File: config.mk
export PLATFORM = sky130hd
export DESIGN_NAME = mult_div_unit
export DESIGN_NICKNAME = d
export VERILOG_FILES = /design/src/rtl/mult_div_unit.sv
export SDC_FILE = /design/constraint.sdc
export NUM_CORES = 1
export LEC_CHECK = 0
export CORE_UTILIZATION = 64
export DETAILED_ROUTE_END_ITERATION = 10
export HOLD_SLACK_MARGIN = 0.12
export PLACE_DENSITY = 0.89
export SLEW_MARGIN = 5
export SYNTH_ARGS = -nofsm -noshare
export SYNTH_HDL_FRONTEND = slang
export SYNTH_SLANG_ARGS = --single-unit
File: constraint.sdc
create_clock -name clk -period 8.6 [get_ports clk]
set_input_delay 0.86 -clock clk [delete_from_list [all_inputs] [get_ports clk]]
set_output_delay 0.86 -clock clk [all_outputs]
set_load 0.01 [all_outputs]
File: src/rtl/mult_div_unit.sv
// Iterative radix-2 MULT/MULTU/DIV/DIVU engine with architectural HI/LO registers.
// Shift-add multiply, restoring divide; one bit per cycle, then sign fix and writeback.
module mult_div_unit #(
  parameter int WIDTH = 32
) (
  input  logic             clk,
  input  logic             reset,
  input  logic             start,
  input  logic             op_div,
  input  logic             unsign,
  input  logic [WIDTH-1:0] a,
  input  logic [WIDTH-1:0] b,
  input  logic             hi_we,
  input  logic             lo_we,
  input  logic [WIDTH-1:0] wdata,
  output logic             busy,
  output logic             done,
  output logic [WIDTH-1:0] hi,
  output logic [WIDTH-1:0] lo
);
  localparam int CW = $clog2(WIDTH + 1);

  typedef enum logic [1:0] {IDLE, RUN, FIX, WB} state_t;

  state_t           state, state_nxt;
  logic [CW-1:0]    count;
  logic [WIDTH-1:0] acc_hi, acc_lo, opnd, raw_a, res_hi, res_lo;
  logic             is_div, neg_res, neg_rem, div_zero;

  logic             mt_wr, start_go;
  logic [WIDTH-1:0] a_mag, b_mag;
  logic [WIDTH:0]   mul_sum, div_r2;
  logic [WIDTH+1:0] div_diff;
  logic [2*WIDTH-1:0] product;

  assign mt_wr    = hi_we | lo_we;
  assign start_go = (state == IDLE) && start && !mt_wr;
  assign a_mag    = (!unsign && a[WIDTH-1]) ? -a : a;
  assign b_mag    = (!unsign && b[WIDTH-1]) ? -b : b;

  // acc_hi/acc_lo hold {product} for multiply and {remainder, quotient} for divide
  assign mul_sum  = {1'b0, acc_hi} + (acc_lo[0] ? {1'b0, opnd} : '0);
  assign div_r2   = {acc_hi, acc_lo[WIDTH-1]};
  assign div_diff = {1'b0, div_r2} - {2'b00, opnd};
  assign product  = {acc_hi, acc_lo};

  always_ff @(posedge clk) begin
    if (reset) state <= IDLE;
    else       state <= state_nxt;
  end

  always_comb begin
    state_nxt = state;
    case (state)
      IDLE: if (start_go) state_nxt = RUN;
      RUN:  if (count == CW'(1)) state_nxt = FIX;
      FIX:  state_nxt = WB;
      WB:   state_nxt = IDLE;
      default: state_nxt = IDLE;
    endcase
    // An MT write while busy abandons the operation
    if (mt_wr) state_nxt = IDLE;
  end

  always_comb begin
    busy = (state != IDLE);
  end

  always_ff @(posedge clk) begin
    if (reset) begin
      count    <= '0;
      acc_hi   <= '0;
      acc_lo   <= '0;
      opnd     <= '0;
      raw_a    <= '0;
      res_hi   <= '0;
      res_lo   <= '0;
      is_div   <= 1'b0;
      neg_res  <= 1'b0;
      neg_rem  <= 1'b0;
      div_zero <= 1'b0;
      done     <= 1'b0;
      hi       <= '0;
      lo       <= '0;
    end else begin
      done <= (state == WB) && !mt_wr;
      if (hi_we) hi <= wdata;
      if (lo_we) lo <= wdata;
      case (state)
        IDLE: if (start_go) begin
          is_div   <= op_div;
          raw_a    <= a;
          div_zero <= (b == '0);
          neg_res  <= !unsign && (a[WIDTH-1] ^ b[WIDTH-1]);
          neg_rem  <= !unsign && a[WIDTH-1];
          count    <= CW'(WIDTH);
          acc_hi   <= '0;
          acc_lo   <= op_div ? a_mag : b_mag;
          opnd     <= op_div ? b_mag : a_mag;
        end
        RUN: begin
          count <= count - CW'(1);
          if (is_div) begin
            if (!div_diff[WIDTH+1]) begin
              acc_hi <= div_diff[WIDTH-1:0];
              acc_lo <= {acc_lo[WIDTH-2:0], 1'b1};
            end else begin
              acc_hi <= div_r2[WIDTH-1:0];
              acc_lo <= {acc_lo[WIDTH-2:0], 1'b0};
            end
          end else begin
            acc_hi <= mul_sum[WIDTH:1];
            acc_lo <= {mul_sum[0], acc_lo[WIDTH-1:1]};
          end
        end
        FIX: begin
          if (is_div) begin
            if (div_zero) begin
              res_hi <= raw_a;
              res_lo <= '1;
            end else begin
              res_lo <= neg_res ? -acc_lo : acc_lo;
              res_hi <= neg_rem ? -acc_hi : acc_hi;
            end
          end else begin
            {res_hi, res_lo} <= neg_res ? -product : product;
          end
        end
        WB: if (!mt_wr) begin
          hi <= res_hi;
          lo <= res_lo;
        end
        default: ;
      endcase
    end
  end
endmodule

==> impl_metrics.json <==
{
  "outcome": "finished, final reports clean",
  "postRouteAntennaNets": 0,
  "wl_per_cell_um": 23.89,
  "tns_ns": 0,
  "ys_types": 81,
  "power_switching_mw": 0.9630,
  "grt_pass1_wl_um": 108600,
  "cp_top_family": "simple AND/OR/NAND/NOR gates",
  "fin_nets": 2738,
  "rsz0062_at_grt": "false",
  "vias": 20412,
  "n_fill_cell": 2120,
  "maxSlewHeadroom": 0.1026,
  "drv_cap": 0,
  "slowest_stage": "nor2_1",
  "critPathBufInv": 2,
  "core_area_um2": 29010,
  "final_util": 0.7435,
  "gp_congestion": 1.055,
  "cp_max_fo": 54,
  "yosysSeqAreaShare": 0.2823,
  "synth_fa_ha_area_frac": 0.05130,
  "cts_made_buffers": 28,
  "drt_wl_total_um": 70720,
  "setup.worst_path.start_class": "input port",
  "synth-xor-area-share": 0.08587,
  "clk_latency_ns": 0.58,
  "drt_pass1_iterations": 6,
  "clock_power_share": 0.389,
  "dr.first_iter.drc_count": 2836,
  "holdBufCountCts": 0,
  "period_needed_ns": 4.678,
  "synthMuxAreaShare": 0.08043,
  "swShare": 0.3012,
  "antenna_cells": 0,
  "syn_inst": 2537,
  "worstPathArrival_ns": 5.14,
  "cts_root_buffer": "clkbuf_16",
  "endpoint_kind": "flip-flop",
  "layout-drive-gt1-share": 0.04542,
  "antenna_found_initial": 0,
  "clock_skew_ns": 0.03315,
  "rows": 62,
  "synthSimpleGateAreaFrac": 0.1982,
  "fin_crit_sh": 0.5439,
  "vdd_drop_max_v": 0.0001550,
  "num_io_pins": 169,
  "cts_sinks": 269,
  "async_flop_share": 0,
  "grt_pass1_vias": 18897,
  "ctsResizeCount": 0,
  "worstMarginPinSlew_ns": 1.341,
  "synthFlopType": "dfxtp_1",
  "yosys_warnings": 0,
  "htree_levels": 1,
  "setup-violations-final": 0,
  "fmax_mhz": 213.8,
  "cts_tree": "yes",
  "dp_hpwl_um": 50540,
  "crit_top_cell": "nor2_1",
  "synthToLayoutAreaGrowth_pct": 13.10,
  "die_w_um": 174.6,
  "synth_top_area_share": 0.2823,
  "p_int_mw": 2.235,
  "yosysTopAreaCell": "dfxtp_1",
  "hold_class": "reg2reg",
  "path_class": "in2reg",
  "p_per_area_nw_per_um2": 148.2,
  "synth_edf_count": 0,
  "crit_path_max_incr_delay_ns": 1.06,
  "dieHeight_um": 174.6,
  "synth_top_cells_by_area": "dfxtp_1 (28%), mux2i_1 (7.0%), nor2_1 (6.6%), a21oi_1 (5.6%), a211oi_1 (5.4%)",
  "synth_nets": 2717,
  "path_clk_slew_ns": 0.06,
  "finalMaxSlewViolations": 0,
  "cts_setup_buffers": 0,
  "ys_ff_latch": 269,
  "via_per_inst": 6.896,
  "drc": 0,
  "p_seq_frac": 0.416,
  "overflow": 0,
  "track_usage": 0.4522,
  "start_util": 0.6574,
  "syn_area_um2": 19070,
  "cp.required_ns": 9.06,
  "hold_viol_final": 0,
  "clock_path_buffers": 3,
  "synth-compound-area-share": 0.2472,
  "die_area_um2": 30500,
  "crit_chain": "buf_2, nor2_1, nand3_2, buf_4, nor2_1, nor2_1, nand2_1, nor2_1, a32oi_1, o21ai_0",
  "avgSynthCellArea_um2": 7.518,
  "synth_top_family_by_area": "compound AO/OA/AOI/OAI gates",
  "grt_max_degree": 121,
  "portBuffers": 168,
  "combPwrFrac": 0.195,
  "cellLeakagePower_nw": 8.296
}
[layout make-up]
cell class | count | area [um^2] | area share
well taps | 384 | 480.5 | 0.02227
inverters | 73 | 274.0 | 0.01270
clock buffers | 38 | 788.3 | 0.03654
multi-input cells | 1997 | 12670 | 0.5875
flip-flops and latches | 269 | 5390 | 0.2499
repair buffers | 189 | 1826 | 0.08462
clock inverters | 10 | 140.1 | 0.006496
[power groups by stage]
stage,Clock (mW),Combinational [mW],Sequential [mW]
detailed placement,0,0.595,1.35
finish,1.24,0.622,1.33
global placement,0,0.582,1.35
floorplan,0,0.366,1.34
global route,1.28,0.659,1.33
CTS,1.23,0.604,1.33
[routing by layer]
layer	up-vias	global-route usage	part of all wire
li1	9098	-	-
met2	1456	0.6887	0.43
met1	9591	0.6056	0.39
met3	267	0.08725	0.12
met4	0	0.2395	0.060
met5	-	0	0
[synthesized netlist by cell type, types with 10 or more instances]
cell type / n
o31ai_1: 27
a21o_1: 18
o41ai_1: 12
dfxtp_1: 269
buf_1: 23
xnor2_1: 118
a22oi_1: 15
nand2b_1: 23
a31oi_1: 13
nand2_1: 253
and2_1: 17
or3_1: 13
o21ai_0: 152
nor2b_1: 18
ha_1: 75
inv_1: 71
a21oi_1: 213
nor4_1: 16
nor2_1: 336
nor3_1: 69
clkbuf_1: 167
mux2i_1: 133
o22ai_1: 25
or4_1: 18
a211oi_1: 138
o21a_1: 12
mux2_2: 18
and3_1: 10
o211ai_1: 40
nand3_1: 28
xor2_1: 69
nand4_1: 10
[tightest hold or removal path, stage by stage (launching register included)]
cell	delay, ns
dfxtp_1	0.31
nand2_1	0.05
a21oi_1	0.05
[layout by cell type (no fill, tap or decap), types with 28 or more instances in the layout]
cell type / count
nand2_1: 252
clkbuf_16: 28
a21oi_1: 212
xnor2_1: 118
o21ai_0: 151
o211ai_1: 40
ha_1: 74
mux2i_1: 133
nor2_1: 335
xor2_1: 69
clkdlybuf4s50_1: 164
a211oi_1: 138
dfxtp_1: 267
inv_1: 71
nor3_1: 69
[state kept, by name, indices dropped and copies added, names as in the netlist, 2 cells and up]
signal,cells
acc_lo,32
res_lo,32
res_hi,32
state,2
count,6
hi,32
acc_hi,32
raw_a,32
lo,32
opnd,32
[path summary, 6_finish.rpt]
check | start | to | slack (ns) | cells after the start
max reg2reg | acc_hi[13] | acc_lo[0] | 4.34 | 10
max | lo_we | acc_hi[1] | 3.92 | 10
min reg2reg | opnd[9] | opnd[9] | 0.45 | 2
min | opnd[9] | opnd[9] | 0.45 | 2
[through the flow]
stage,std cells,cell area (um^2),hold WS [ns],setup WS [ns],power [mW]
after floorplan,2537,19070,0.4229,5.318,1.708
after global placement,2912,20640,0.4360,3.746,1.933
after detailed placement,2912,20640,0.4461,3.587,1.949
after CTS,2960,21570,0.4542,4.142,3.163
after global routing,2960,21570,0.4785,3.773,3.276
final,2960,21570,0.4520,3.922,3.198
[kinds of logic after synthesis]
group,count (synthesis)
simple gates,845
compound gates,737
buf+inv,271
flops,269
xor+xnor,187
mux,151
fa+ha+maj,77
(Power assumes the default switching activity.)
